## src/rtl/mem_fill_arbiter.sv

```systemverilog
// mem_fill_arbiter
//   Shares one single-ported, multi-cycle main memory between the I-cache
//   miss fill, the D-cache miss fill and D-side write-through stores.
//   A block fill is issued as a pipelined burst of BLOCK_WORDS reads. The
//   returned words are counted and steered into the owning cache. A store
//   occupies one memory cycle. busy is high whenever the arbiter is not idle.
//
//   The read latency of the memory is not built into this block. Returns
//   are tracked only through mem_data_valid, and they come back in issue order.
//
// Ports
//   clk, rst_n                  clock (rising edge), async active-low reset
//   i_miss_req / i_miss_addr    I-cache miss (level, held until i_fill_done)
//   d_miss_req / d_miss_addr    D-cache miss (level, held until d_fill_done)
//   d_wr_req / d_wr_addr /
//   d_wr_data                   write-through store (level, held until d_wr_ack)
//   mem_addr, mem_enable,
//   mem_wr, mem_data_in         memory request side
//   mem_data_out,
//   mem_data_valid              memory read return side
//   fill_data, fill_word_idx    word and index written into a cache data array
//   i_fill_we, d_fill_we        write strobe into the owning cache
//   i_fill_done, d_fill_done    one-cycle pulse with the last word of a block
//   d_wr_ack                    one-cycle pulse when a store goes to memory
//   busy                        high in any state other than IDLE
module mem_fill_arbiter #(
   parameter int BLOCK_WORDS = 8,
   parameter int ADDR_W      = 16
) (
   input  logic                           clk,
   input  logic                           rst_n,
   input  logic                           i_miss_req,
   input  logic [ADDR_W-1:0]              i_miss_addr,
   input  logic                           d_miss_req,
   input  logic [ADDR_W-1:0]              d_miss_addr,
   input  logic                           d_wr_req,
   input  logic [ADDR_W-1:0]              d_wr_addr,
   input  logic [15:0]                    d_wr_data,
   output logic [ADDR_W-1:0]              mem_addr,
   output logic                           mem_enable,
   output logic                           mem_wr,
   output logic [15:0]                    mem_data_in,
   input  logic [15:0]                    mem_data_out,
   input  logic                           mem_data_valid,
   output logic [15:0]                    fill_data,
   output logic [$clog2(BLOCK_WORDS)-1:0] fill_word_idx,
   output logic                           i_fill_we,
   output logic                           d_fill_we,
   output logic                           i_fill_done,
   output logic                           d_fill_done,
   output logic                           d_wr_ack,
   output logic                           busy
);

   localparam int IDX_W  = $clog2(BLOCK_WORDS);
   localparam int OFF_W  = IDX_W + 1;          // word index plus byte bit
   localparam int BASE_W = ADDR_W - OFF_W;

   typedef enum logic [1:0] {IDLE, WRITE, FILL} state_t;

   // owner / last_served encoding: 0 = I side, 1 = D side
   state_t              state_q, state_d;
   logic                owner_q, owner_d;
   logic                last_served_q, last_served_d;
   logic [BASE_W-1:0]   base_q, base_d;
   logic [IDX_W:0]      issue_cnt_q, issue_cnt_d;   // extra MSB marks burst fully issued
   logic [IDX_W-1:0]    rcv_cnt_q, rcv_cnt_d;
   logic                pick_d;

   // Fills are block aligned; the word offset of a miss address is irrelevant.
   logic unused_addr_bits;
   assign unused_addr_bits = ^{i_miss_addr[OFF_W-1:0], d_miss_addr[OFF_W-1:0]};

   always_comb begin
      state_d       = state_q;
      owner_d       = owner_q;
      last_served_d = last_served_q;
      base_d        = base_q;
      issue_cnt_d   = issue_cnt_q;
      rcv_cnt_d     = rcv_cnt_q;
      pick_d        = 1'b0;
      mem_addr      = '0;
      mem_enable    = 1'b0;
      mem_wr        = 1'b0;
      mem_data_in   = '0;
      fill_data     = '0;
      fill_word_idx = '0;
      i_fill_we     = 1'b0;
      d_fill_we     = 1'b0;
      i_fill_done   = 1'b0;
      d_fill_done   = 1'b0;
      d_wr_ack      = 1'b0;

      case (state_q)
         IDLE: begin
            if (d_wr_req) begin
               state_d = WRITE;
            end else if (i_miss_req || d_miss_req) begin
               // With both misses pending, serve the side that went last time's opposite.
               pick_d      = (i_miss_req && d_miss_req) ? ~last_served_q : d_miss_req;
               owner_d     = pick_d;
               base_d      = pick_d ? d_miss_addr[ADDR_W-1:OFF_W] : i_miss_addr[ADDR_W-1:OFF_W];
               issue_cnt_d = '0;
               rcv_cnt_d   = '0;
               state_d     = FILL;
            end
         end

         WRITE: begin
            mem_enable  = 1'b1;
            mem_wr      = 1'b1;
            mem_addr    = d_wr_addr;
            mem_data_in = d_wr_data;
            d_wr_ack    = 1'b1;
            state_d     = IDLE;
         end

         FILL: begin
            if (!issue_cnt_q[IDX_W]) begin
               mem_enable  = 1'b1;
               mem_addr    = {base_q, issue_cnt_q[IDX_W-1:0], 1'b0};
               issue_cnt_d = issue_cnt_q + 1'b1;
            end
            if (mem_data_valid) begin
               fill_data     = mem_data_out;
               fill_word_idx = rcv_cnt_q;
               i_fill_we     = ~owner_q;
               d_fill_we     = owner_q;
               rcv_cnt_d     = rcv_cnt_q + 1'b1;
               if (&rcv_cnt_q) begin
                  i_fill_done   = ~owner_q;
                  d_fill_done   = owner_q;
                  last_served_d = owner_q;
                  state_d       = IDLE;
               end
            end
         end

         default: state_d = IDLE;
      endcase
   end

   assign busy = (state_q != IDLE);

   always_ff @(posedge clk or negedge rst_n) begin
      if (!rst_n) begin
         state_q       <= IDLE;
         owner_q       <= 1'b0;
         last_served_q <= 1'b0;
         base_q        <= '0;
         issue_cnt_q   <= '0;
         rcv_cnt_q     <= '0;
      end else begin
         state_q       <= state_d;
         owner_q       <= owner_d;
         last_served_q <= last_served_d;
         base_q        <= base_d;
         issue_cnt_q   <= issue_cnt_d;
         rcv_cnt_q     <= rcv_cnt_d;
      end
   end

endmodule

```

## config.mk

```make
export PLATFORM = sky130hd
export DESIGN_NAME = mem_fill_arbiter
export DESIGN_NICKNAME = d
export VERILOG_FILES = /design/src/rtl/mem_fill_arbiter.sv
export SDC_FILE = /design/constraint.sdc
export NUM_CORES = 1
export LEC_CHECK = 0
export CAP_MARGIN = 5
export CORE_UTILIZATION = 29
export DETAILED_ROUTE_END_ITERATION = 12
export HOLD_SLACK_MARGIN = 0.03
export PLACE_DENSITY = 0.77
export SYNTH_ARGS = -nofsm -noshare
export SYNTH_HDL_FRONTEND = slang
export SYNTH_SLANG_ARGS = --single-unit
export TNS_END_PERCENT = 1
```

## constraint.sdc

```tcl
create_clock -name clk -period 1.6 [get_ports clk]
set_input_delay 0.24 -clock clk [delete_from_list [all_inputs] [get_ports clk]]
set_output_delay 0.24 -clock clk [all_outputs]
set_load 0.01 [all_outputs]
```

==> out/qor.txt <==
Worst EP arrival: 1680 ps
Logic pwr share: 0.664
Fin Clk Skew: 3.70 ps
Fin. Hold Viols: 0
Crit Path Category: register to output port
Final Max Slew Viols: 0
Max stage delay on crit path: 400 ps
Synth cell types: 33
Slew headroom: 0.805
grt ovf: 0
fillcell total: 498
Syn Area/Cell: 8.73 µm²
FP Rows: 27
CTS H-tree lvls: 1
Skew-Pair Late Insertion Delay: 270 ps
Int Pwr: 2.39 mW
Area Growth Syn to Fin: 98.0%
fin crit period: 1920 ps
switching pwr: 1.56 mW
ANT cells: 0
most common cell after layout, fill and taps aside: clkdlybuf4s50_1
Yosys reg bits: 23
largest net degree at the start of global routing: 27
clock network power share: 0.092
WL/cell: 13.9 µm
Starting Density: 0.300
Synthesis Warnings: 0
pre-CTS WS: -530 ps
final setup margin: -321 ps
initial antenna violation count: 0
WP buf/inv: 4
CTS clk-pin slew, worst paths: 80 ps
Final nets: 440
drt drc: 0
total clock sinks: 23
FMAX: 520 MHz
DRT iter0 DRCs: 38
area of the multi-input gates: 1080 µm²
Pre-Repair DR Iteration Count: 4
Pwr Density: 1220 nW/µm²
Post-CTS Setup Inserts: 0
area of the mapped netlist: 1640 µm²
IO Count: 145
Sw Share: 0.394
Req. time, crit path: 1360 ps
Post-synth EDFFs: 0
Seq pwr share: 0.244
Routed Wire Length: 5830 µm
syn_nets: 281
vias in the first global route: 1913
Final setup viols: 60
Critical Path End Type: output port
Sequential cell area: 576 µm²
IO Port Bufs: 136
CTS tree: built
Routability Congestion: 0.837
Tightest Pin Transition: 292 ps
FFs w/ async S/R, synth: 1.00
Worst VDD drop: 554 µV
Primary FF master, synth: dfrtp_1
CORE AREA: 5470 µm²
Hold Crit Class: input pin to async pin
fin crit share: 1.20
Hold WS: 343 ps
commonest non-fill, non-tap cells in the layout: clkdlybuf4s50_1 (77), buf_2 (52), dfrtp_1 (23)
clk root buf: clkbuf_8
crit-path max FO: 8
fraction of layout cells with a size suffix above 1: 0.344
Chip Width: 77.2 µm
DIE AREA: 5960 µm²
status: finished, violations left
Synth Instances: 188
Vias: 1956
Final ANT Viol Nets: 0
RSZ-0062 raised after global routing: true
post-DP HPWL: 4460 µm
largest buffer count on any clock path: 2
worst-path cell chain: inv_2 -> buf_6 -> ha_4 -> nand2_4 -> nor2_4 -> clkbuf_16 -> a22o_1 -> buf_2
CP max stage cell: dfrtp_1
global-route wire length before repair: 9040 µm
CTS Buf Count: 3
failing checks: negative setup slack
Max Cap Viol: 0
GRT Overall Usage: 0.186
die extent in y: 77.2 µm
share of the yosys chip area belonging to registers: 0.351
DR vias/cell: 4.68
delay-heaviest family, CP: buffers and inverters
Static Leakage: 1.66 nW
Setup crit start kind: register
Hold Buf Count CTS: 0
what timing repair did:
item | 4_1_cts | 5_1_grt
pin swaps | 4 | 14
endpoints found under the setup margin | 68 | 65
cloned | 0 | 1
endpoints found under the hold margin | 0 | 0
resized for setup | 242 | 25
worst paths after layout:
kind / startpoint / end / slack, ps / depth (start not counted)
min: rst_n / base_q[10] / 340 / 2
max: state_q[0] / mem_addr[15] / -320 / 8
max in group asynchronous: rst_n / rcv_cnt_q[1] / 1030 / 2
max reg2reg: state_q[0] / issue_cnt_q[0] / -120 / 8
min reg2reg: base_q[10] / base_q[10] / 500 / 2
min in group clk: base_q[10] / base_q[10] / 500 / 2
metrics by stage:
stage | utilization | cell area (µm²) | TNS, ps | total power, mW | std cells
2_1_floorplan | - | 1650 | 0 | 2.11 | 188
3_3_place_gp | 0.603 | 3300 | -17070 | 3.43 | 413
3_5_place_dp | 0.603 | 3300 | -18680 | 3.50 | 413
4_1_cts | 0.580 | 3180 | -8780 | 3.75 | 417
5_1_grt | 0.594 | 3250 | -11780 | 4.24 | 418
6_report | 0.594 | 3250 | -7950 | 3.95 | 418
layout make-up:
class                   instances  share of cell area
repair buffers                167               0.442
multi-input cells             146               0.332
flip-flops and latches         23               0.177
well taps                      72              0.0277
clock buffers                   3              0.0127
inverters                       6             0.00693
clock inverters                 1             0.00154
flip-flops by register name, indices dropped and copies added (netlist names):
signal	count
owner_q	1
last_served_q	1
base_q	12
issue_cnt_q	4
rcv_cnt_q	3
state_q	2
cells by family (layout without fill, tap and decap cells):
| kind of cell | Yosys count | in the layout | share of synthesized area |
|---|---|---|---|
| AO/OA/AOI/OAI | 47 | 47 | 0.191 |
| AND/OR/NAND/NOR | 78 | 78 | 0.261 |
| buffers and inverters | 19 | 177 | 0.0564 |
| adder cells (fa/ha/maj) | 7 | 7 | 0.0534 |
| flip-flops | 23 | 23 | 0.351 |
| multiplexers | 14 | 14 | 0.0870 |
power groups by stage:
stage	clock network [mW]	logic [mW]	registers (mW)
final	0.362	2.62	0.966
after global routing	0.391	2.85	0.999
after CTS	0.372	2.41	0.964
after detailed placement	0	2.53	0.974
after global placement	0	2.46	0.961
after floorplan	0	1.18	0.931
Yosys cell counts (all sizes together), types with 2 or more instances:
cell	count	area, µm²
dfrtp	23	576
and2b	2	15.0
inv	6	22.5
mux2	2	22.5
a22o	16	140
nand2b	3	18.8
o21ai	24	120
and3	21	131
nand2	21	83.8
or2	3	21.3
and2	17	106
nor3	2	10.0
mux2i	12	120
nor2	7	28.8
clkbuf	6	23.8
ha	7	87.6
buf	7	46.3
a21oi	4	31.3
layer usage:
layer  vias up  GRT usage  share of wire
met1       889      0.221           0.40
met5         -          0              0
met3         4     0.0333          0.071
met4         0     0.0509         0.0067
met2        83      0.338           0.52
li1        980          -              -
Note: power is estimated with default switching activity, not from simulation.
